<file path="config.mk">
export PLATFORM = sky130hd
export DESIGN_NAME = newton_quot_denorm_flat
export DESIGN_NICKNAME = d
export VERILOG_FILES = /design/src/rtl/newton_quot_denorm_pkg.sv /design/src/rtl/newton_quot_denorm_if.sv /design/src/rtl/newton_quot_fifo.sv /design/src/rtl/newton_quot_denorm.sv /design/src/flat_wrapper.sv
export SDC_FILE = /design/constraint.sdc
export NUM_CORES = 1
export LEC_CHECK = 0
export BUFFER_PORTS_ARGS = -buffer_cell sky130_fd_sc_hd__buf_2
export CORE_ASPECT_RATIO = 1.4
export CORE_MARGIN = 4
export CORE_UTILIZATION = 55
export CTS_BUF_LIST = sky130_fd_sc_hd__clkbuf_8
export DETAILED_ROUTE_END_ITERATION = 8
export MAX_ROUTING_LAYER = met4
export PLACE_DENSITY_LB_ADDON = 0.12
export SLEW_MARGIN = 20
export SYNTH_ARGS = -nofsm -noshare
export SYNTH_HDL_FRONTEND = slang
export SYNTH_SLANG_ARGS = --single-unit
</file>
<file path="constraint.sdc">
create_clock -name clock -period 4.5 [get_ports clock]
set_input_delay 0.9 -clock clock [delete_from_list [all_inputs] [get_ports clock]]
set_output_delay 0.9 -clock clock [all_outputs]
set_load 0.03 [all_outputs]
</file>
<file path="src/rtl/newton_quot_denorm_pkg.sv">
// rtl/newton_quot_denorm_pkg.sv - shared widths for the Newton divider and its quotient denormaliser
package newton_quot_denorm_pkg;

    localparam int EXP_W         = 6;
    localparam int DSIZE_DEFAULT = 24;

    // Divider mantissa Q is 2*DSIZE bits wide with 2*DSIZE-2 fraction bits
    function automatic int q_width(input int dsize);
        return 2 * dsize;
    endfunction

    // Shift amount spans 0 .. 2*DSIZE-2+32, so it needs this many bits
    function automatic int shift_width(input int dsize);
        return $clog2(2 * dsize + 31);
    endfunction

    localparam int Q_W_DEFAULT     = q_width(DSIZE_DEFAULT);
    localparam int SHIFT_W_DEFAULT = shift_width(DSIZE_DEFAULT);

endpackage

</file>
<file path="src/rtl/newton_quot_denorm_if.sv">
// rtl/newton_quot_denorm_if.sv - divider-result input and quotient output handshake bundle
interface newton_quot_denorm_if
    import newton_quot_denorm_pkg::*;
#(
    parameter int DSIZE = 24,
    parameter int FBITS = 8
);
    logic [q_width(DSIZE)-1:0] q_in;
    logic [EXP_W-1:0]          exp_in;
    logic                      q_valid;
    logic                      in_rdy;
    logic [DSIZE+FBITS-1:0]    quo;
    logic                      sat;
    logic                      out_valid;
    logic                      out_ready;

    modport master (
        output q_in, exp_in, q_valid, out_ready,
        input  in_rdy, quo, sat, out_valid
    );

    modport slave (
        input  q_in, exp_in, q_valid, out_ready,
        output in_rdy, quo, sat, out_valid
    );
endinterface

</file>
<file path="src/rtl/newton_quot_fifo.sv">
// rtl/newton_quot_fifo.sv - result FIFO with drop detection for the quotient denormaliser
module newton_quot_fifo #(
    parameter int WIDTH = 33,
    parameter int DEPTH = 4
) (
    input  logic                     clock,
    input  logic                     rst_n,
    input  logic                     push,
    input  logic [WIDTH-1:0]         push_data,
    input  logic                     pop_ready,
    input  logic                     clr_err,
    output logic [WIDTH-1:0]         rd_data,
    output logic                     rd_valid,
    output logic [$clog2(DEPTH):0]   count,
    output logic                     drop_err
);
    localparam int AW = $clog2(DEPTH);

    logic [WIDTH-1:0] mem [DEPTH];
    logic [AW:0]      wr_ptr;
    logic [AW:0]      rd_ptr;
    logic             empty;
    logic             full;
    logic             pop;
    logic             wr_en;

    // Extra pointer bit separates full from empty when the index bits match
    always_comb begin
        empty    = (wr_ptr == rd_ptr);
        full     = (wr_ptr[AW] != rd_ptr[AW]) && (wr_ptr[AW-1:0] == rd_ptr[AW-1:0]);
        count    = wr_ptr - rd_ptr;
        pop      = !empty && pop_ready;
        wr_en    = push && (!full || pop);
        rd_valid = !empty;
        rd_data  = empty ? '0 : mem[rd_ptr[AW-1:0]];
    end

    // Storage is not reset; the pointers alone decide what is visible
    always_ff @(posedge clock) begin
        if (wr_en) begin
            mem[wr_ptr[AW-1:0]] <= push_data;
        end
    end

    // Pointer advance on accepted push and pop
    always_ff @(posedge clock or negedge rst_n) begin
        if (!rst_n) begin
            wr_ptr <= '0;
            rd_ptr <= '0;
        end else begin
            if (wr_en) wr_ptr <= wr_ptr + 1'b1;
            if (pop)   rd_ptr <= rd_ptr + 1'b1;
        end
    end

    // Sticky drop flag; a new drop outranks a clear in the same cycle
    always_ff @(posedge clock or negedge rst_n) begin
        if (!rst_n) begin
            drop_err <= 1'b0;
        end else if (push && full && !pop) begin
            drop_err <= 1'b1;
        end else if (clr_err) begin
            drop_err <= 1'b0;
        end
    end

endmodule

</file>
<file path="src/rtl/newton_quot_denorm.sv">
// rtl/newton_quot_denorm.sv - shift, round and saturate the Newton divider quotient into a FIFO
module newton_quot_denorm
    import newton_quot_denorm_pkg::*;
#(
    parameter int DSIZE = 24,
    parameter int FBITS = 8,
    parameter int DEPTH = 4
) (
    input  logic                 clock,
    input  logic                 rst_n,
    newton_quot_denorm_if.slave  bus,
    input  logic                 clr_err,
    output logic                 drop_err
);
    localparam int QW     = q_width(DSIZE);
    localparam int SW     = shift_width(DSIZE);
    localparam int OW     = DSIZE + FBITS;
    localparam int AW     = $clog2(DEPTH);
    localparam int S_BASE = QW - 2 - FBITS;

    logic            s1_v;
    logic [QW-1:0]   s1_q;
    logic [SW-1:0]   s1_s;
    logic            s2_v;
    logic [QW-1:0]   s2_val;
    logic            s2_r;
    logic [SW-1:0]   s_calc;
    logic [QW-1:0]   r_shift;
    logic [QW:0]     w;
    logic            sat_c;
    logic [OW-1:0]   quo_c;
    logic [OW:0]     rd_data;
    logic [AW:0]     count;
    logic [AW+1:0]   occ;
    logic            in_rdy_q;

    // Right-shift amount; exp_in is signed so the result never goes negative
    always_comb s_calc = SW'(S_BASE) - SW'($signed(bus.exp_in));

    // Stage 1: capture the mantissa and its shift amount
    always_ff @(posedge clock or negedge rst_n) begin
        if (!rst_n) begin
            s1_v <= 1'b0;
            s1_q <= '0;
            s1_s <= '0;
        end else begin
            s1_v <= bus.q_valid;
            if (bus.q_valid) begin
                s1_q <= bus.q_in;
                s1_s <= s_calc;
            end
        end
    end

    // Bit just below the kept LSB; oversized shifts naturally yield zero
    always_comb r_shift = (s1_s == '0) ? '0 : (s1_q >> (s1_s - SW'(1)));

    // Stage 2: truncated value and round bit
    always_ff @(posedge clock or negedge rst_n) begin
        if (!rst_n) begin
            s2_v   <= 1'b0;
            s2_val <= '0;
            s2_r   <= 1'b0;
        end else begin
            s2_v <= s1_v;
            if (s1_v) begin
                s2_val <= s1_q >> s1_s;
                s2_r   <= r_shift[0];
            end
        end
    end

    // Stage 3: round half up, then clamp to the output range
    always_comb begin
        w     = (QW+1)'(s2_val) + (QW+1)'(s2_r);
        sat_c = (w >> OW) != '0;
        quo_c = sat_c ? '1 : OW'(w);
    end

    newton_quot_fifo #(
        .WIDTH (OW + 1),
        .DEPTH (DEPTH)
    ) u_fifo (
        .clock     (clock),
        .rst_n     (rst_n),
        .push      (s2_v),
        .push_data ({sat_c, quo_c}),
        .pop_ready (bus.out_ready),
        .clr_err   (clr_err),
        .rd_data   (rd_data),
        .rd_valid  (bus.out_valid),
        .count     (count),
        .drop_err  (drop_err)
    );

    assign bus.quo = rd_data[OW-1:0];
    assign bus.sat = rd_data[OW];

    // Next-cycle occupancy ignoring pops, so a high in_rdy always has room behind it
    always_comb occ = (AW+2)'(count) + (AW+2)'(s1_v) + (AW+2)'(s2_v) + (AW+2)'(bus.q_valid);

    // Registered ready; low throughout reset
    always_ff @(posedge clock or negedge rst_n) begin
        if (!rst_n) begin
            in_rdy_q <= 1'b0;
        end else begin
            in_rdy_q <= (occ < (AW+2)'(DEPTH));
        end
    end

    assign bus.in_rdy = in_rdy_q;

endmodule

</file>
<file path="src/flat_wrapper.sv">
// flat-port wrapper written by rule: the top's interface ports become plain ports
module newton_quot_denorm_flat import newton_quot_denorm_pkg::*;
#(
    parameter int DSIZE = 24,
    parameter int FBITS = 8,
    parameter int DEPTH = 4
)
  (clock, rst_n, clr_err, drop_err, bus_q_in, bus_exp_in, bus_q_valid, bus_out_ready, bus_in_rdy, bus_quo, bus_sat, bus_out_valid);
  newton_quot_denorm_if #(.DSIZE(DSIZE), .FBITS(FBITS)) bus_i ();
  input  logic clock;
  input  logic rst_n;
  input  logic clr_err;
  output logic drop_err;
  input wire logic [$bits(bus_i.q_in)-1:0] bus_q_in;
  input wire logic [$bits(bus_i.exp_in)-1:0] bus_exp_in;
  input wire logic [$bits(bus_i.q_valid)-1:0] bus_q_valid;
  input wire logic [$bits(bus_i.out_ready)-1:0] bus_out_ready;
  output wire logic [$bits(bus_i.in_rdy)-1:0] bus_in_rdy;
  output wire logic [$bits(bus_i.quo)-1:0] bus_quo;
  output wire logic [$bits(bus_i.sat)-1:0] bus_sat;
  output wire logic [$bits(bus_i.out_valid)-1:0] bus_out_valid;
  assign bus_i.q_in = bus_q_in;
  assign bus_i.exp_in = bus_exp_in;
  assign bus_i.q_valid = bus_q_valid;
  assign bus_i.out_ready = bus_out_ready;
  assign bus_in_rdy = bus_i.in_rdy;
  assign bus_quo = bus_i.quo;
  assign bus_sat = bus_i.sat;
  assign bus_out_valid = bus_i.out_valid;
  newton_quot_denorm #(.DSIZE(DSIZE), .FBITS(FBITS), .DEPTH(DEPTH)) u_core (.clock(clock), .rst_n(rst_n), .bus(bus_i), .clr_err(clr_err), .drop_err(drop_err));
endmodule
</file>
==> impl_metrics.env <==
export IMPL_outcome="finished, final reports clean"
export IMPL_track_usage_pct=23.8
export IMPL_gp_congestion=0.992
export IMPL_worst_r2r_setup_slack_ps=1010
export IMPL_area_growth_pct=10.4
export IMPL_layout_net_count=1236
export IMPL_die_w_um=141
export IMPL_clk_transition_reported_paths_ps=60
export IMPL_ys_warn_count=0
export IMPL_highest_achievable_clock_rate_mhz=286
export IMPL_timing_hold_violations_final=0
export IMPL_floorplan_die_area_um2=27500
export IMPL_synth_nets=1157
export IMPL_leakagePower_nw=5.77
export IMPL_routed_via_density=6.13
export IMPL_cts_made_buffers=38
export IMPL_rr_endpoint="u_core.u_fifo.mem[3][3]"
export IMPL_antenna_violations_before_repair=0
export IMPL_setup_worst_path_end_class="register"
export IMPL_worstRegToRegCells=10
export IMPL_htree_num_levels=2
export IMPL_tightestPinTransition_ps=1040
export IMPL_synth_mux_area_fraction_pct=23.3
export IMPL_slew_viol_final=0
export IMPL_hold_buffers=0
export IMPL_final_period_minus_worst_setup_slack_ps=3490
export IMPL_final_min_period_over_clock_period_pct=77.6
export IMPL_row_count=68
export IMPL_synth_cell_area_um2=13700
export IMPL_critical_path_rt_ps=4740
export IMPL_drc_errors=0
export IMPL_antenna_left=0
export IMPL_detailroute_via_count=9220
export IMPL_critical_path_startpoint_type="register"
export IMPL_detailed_place_hpwl_um=22300
export IMPL_synth_sequential_area_ratio_pct=49.9
export IMPL_worst_hold_path_type="in2async"
export IMPL_initial_cell_density_of_the_core_pct=55.6
export IMPL_drt_pre_antenna_iters=5
export IMPL_chipHeight_um=194
export IMPL_grt_setup_unrepaired="false"
export IMPL_post_synth_inst_count=1084
export IMPL_cts_tree="yes"
export IMPL_ys_seq_elements=246
export IMPL_postSynth_topFlopCell="sky130_fd_sc_hd__edfxtp_1"
export IMPL_io_buffers=94
export IMPL_dpl_instance_area_um2=14400
export IMPL_globalRoute_totalOverflow=0
export IMPL_synth_async_sr_flop_share_pct=46.3
export IMPL_grt_pass1_wl_um=50400
export IMPL_regToRegStartpoint="u_core.s2_val[0]"
export IMPL_layout_drive_gt1_share_pct=27.7
export IMPL_detail_route_wl_per_cell_um=20.7
export IMPL_ctsResizeCount=0
export IMPL_totalWireLength_um=31200
export IMPL_criticalPathCategory="reg2reg"
export IMPL_filler_cell_count=2023
export IMPL_synth_lib_cells_used_distinct=61
export IMPL_first_global_vias=9415
export IMPL_clock_root_buffer="sky130_fd_sc_hd__clkbuf_8"
export IMPL_synthXorXnorAreaFrac_pct=3.01
export IMPL_power_density_nw_per_um2=574
export IMPL_design_area_um2=15100
export IMPL_drv_max_cap_violation_count=0
export IMPL_path_max_fanout=33
export IMPL_largest_family_of_logic_cells_by_synthesized_area="multiplexers"
export IMPL_pin_count=95
export IMPL_cts_path_max_buffers=3
export IMPL_synth_compound_area_share_pct=7.15
export IMPL_synthSimpleGateAreaFrac_pct=12.2
export IMPL_initial_drt_markers=523
export IMPL_totalNegativeSetupSlack_ps=0
export IMPL_placeableCoreArea_um2=24600
export IMPL_max_slew_margin_rel_pct=30.2
export IMPL_post_synth_cell_area_avg_um2=12.6
export IMPL_cts_post_setup_buffers_inserted=0
export IMPL_worst_ep_arrival_time_ps=3730
export IMPL_synth_edf_count=132
export IMPL_clock_insertion_delay_worst_skew_ps=550
export IMPL_max_vdd_ir_drop_mv=0.416
export IMPL_final_setup_viol_count=0
export IMPL_synth_adder_area_share_pct=1.39
export IMPL_largest_net_degree_at_the_start_of_global_routing=64
export IMPL_cts_sink_count=246
export IMPL_antenna_cells_inserted=0
export IMPL_clock_skew_final_ps=23.4
## logic make-up after synthesis
group / Yosys count
xor+xnor: 47
buf+inv: 101
flops: 246
fa+ha+maj: 14
simple gates: 335
mux: 200
compound gates: 141
## stage by stage
stage | total power [mW] | std cells | utilization (%) | setup WS (ps) | hold WS [ps]
floorplan | 6.03 | 1084 | - | 835 | 447
global placement | 6.97 | 1438 | 58.5 | 1130 | 485
detailed placement | 7.04 | 1438 | 58.5 | 1050 | 481
CTS | 8.76 | 1504 | 61.3 | 769 | 421
global route | 9.18 | 1504 | 61.3 | 819 | 458
finish | 8.66 | 1504 | 61.3 | 1010 | 409
## Yosys cell counts, types with 5 or more instances
library cell / n / area (µm²)
sky130_fd_sc_hd__nand3b_1: 6 / 45.0
sky130_fd_sc_hd__xnor2_1: 31 / 272
sky130_fd_sc_hd__ha_1: 12 / 150
sky130_fd_sc_hd__dfrtp_1: 114 / 2850
sky130_fd_sc_hd__buf_1: 18 / 67.6
sky130_fd_sc_hd__mux2i_1: 46 / 460
sky130_fd_sc_hd__mux4_2: 88 / 1980
sky130_fd_sc_hd__nand4_1: 13 / 81.3
sky130_fd_sc_hd__xor2_1: 16 / 140
sky130_fd_sc_hd__a31oi_1: 9 / 56.3
sky130_fd_sc_hd__o221ai_1: 20 / 175
sky130_fd_sc_hd__clkbuf_1: 49 / 184
sky130_fd_sc_hd__a21oi_1: 24 / 120
sky130_fd_sc_hd__o2bb2ai_1: 11 / 96.3
sky130_fd_sc_hd__and4_1: 6 / 52.6
sky130_fd_sc_hd__nor2_1: 58 / 218
sky130_fd_sc_hd__and3_1: 7 / 43.8
sky130_fd_sc_hd__nor4_1: 5 / 31.3
sky130_fd_sc_hd__and2_1: 43 / 269
sky130_fd_sc_hd__mux2_2: 66 / 743
sky130_fd_sc_hd__nand2_1: 111 / 417
sky130_fd_sc_hd__edfxtp_1: 132 / 3960
sky130_fd_sc_hd__inv_1: 22 / 82.6
sky130_fd_sc_hd__nor3_1: 15 / 75.1
sky130_fd_sc_hd__a211oi_1: 5 / 37.5
sky130_fd_sc_hd__o21ai_0: 32 / 160
sky130_fd_sc_hd__nand3_1: 48 / 240
## cell type report
class                           instances  area, µm²  share of cell area [%]
Sequential cell                       246       6820                    45.2
Multi-Input combinational cell        737       6450                    42.8
Timing Repair Buffer                  114        636                    4.22
Clock buffer                           42        578                    3.83
Tap cell                              315        394                    2.61
Clock inverter                         24        108                   0.714
Inverter                               26       97.6                   0.647
## worst max-delay path by stage
stage	start	endpoint	slack, ps	cells after the start
final	u_core.s2_val[0]	u_core.u_fifo.mem[3][3]	1010	10
after global routing	u_core.s2_val[0]	u_core.u_fifo.mem[2][4]	820	10
after CTS	u_core.u_fifo.wr_ptr[0]	bus_sat	770	5
after detailed placement	u_core.s2_val[0]	u_core.u_fifo.mem[3][3]	1050	10
after global placement	u_core.s2_r	u_core.u_fifo.mem[1][6]	1130	10
after floorplan	u_core.s1_s[0]	u_core.s2_r	840	12
## worst max-delay path: stages, from the launching register on
cell                       delay (ps)
sky130_fd_sc_hd__dfrtp_1          360
sky130_fd_sc_hd__ha_1             190
sky130_fd_sc_hd__ha_1             180
sky130_fd_sc_hd__and3_1           250
sky130_fd_sc_hd__nand2_1          170
sky130_fd_sc_hd__or4_1            560
sky130_fd_sc_hd__a2111o_1         390
sky130_fd_sc_hd__a22o_1           230
sky130_fd_sc_hd__nor4b_4          210
sky130_fd_sc_hd__buf_4            400
sky130_fd_sc_hd__o211ai_1         220
## state kept, by name (all words and copies together) (netlist names)
register                flops
u_core.u_fifo.mem         132
u_core.s1_q                48
u_core.s2_val              48
u_core.s1_s                 7
u_core.u_fifo.rd_ptr        3
u_core.u_fifo.wr_ptr        3
u_core.bus.in_rdy           1
u_core.s1_v                 1
u_core.s2_r                 1
u_core.s2_v                 1
u_core.u_fifo.drop_err      1
## cells in the final DEF (no fill, tap or decap), types with 31 or more instances in the layout
cell type and instances:
sky130_fd_sc_hd__dfrtp_1 112, sky130_fd_sc_hd__buf_2 93, sky130_fd_sc_hd__nand2_1 111, sky130_fd_sc_hd__mux4_2 88
sky130_fd_sc_hd__clkbuf_8 42, sky130_fd_sc_hd__nand3_1 47, sky130_fd_sc_hd__mux2i_1 46, sky130_fd_sc_hd__and2_1 43
sky130_fd_sc_hd__xnor2_1 31, sky130_fd_sc_hd__edfxtp_1 132, sky130_fd_sc_hd__mux2_2 66, sky130_fd_sc_hd__o21ai_0 32
sky130_fd_sc_hd__nor2_1 58, sky130_fd_sc_hd__inv_1 31
## power breakdown
part / internal, mW / switching [mW]
Sequential: 3.08 / 0.270
Combinational: 1.41 / 2.19
Clock: 0.860 / 0.850
## per-layer routing
| metal | track usage (%) | wire length [µm] |
|---|---|---|
| met1 | 28.4 | 11900 |
| met2 | 40.4 | 16300 |
| met3 | 3.03 | 1410 |
| met4 | 10.2 | 1490 |
| met5 | - | 0 |
Note: power is estimated with default switching activity, not from simulation.
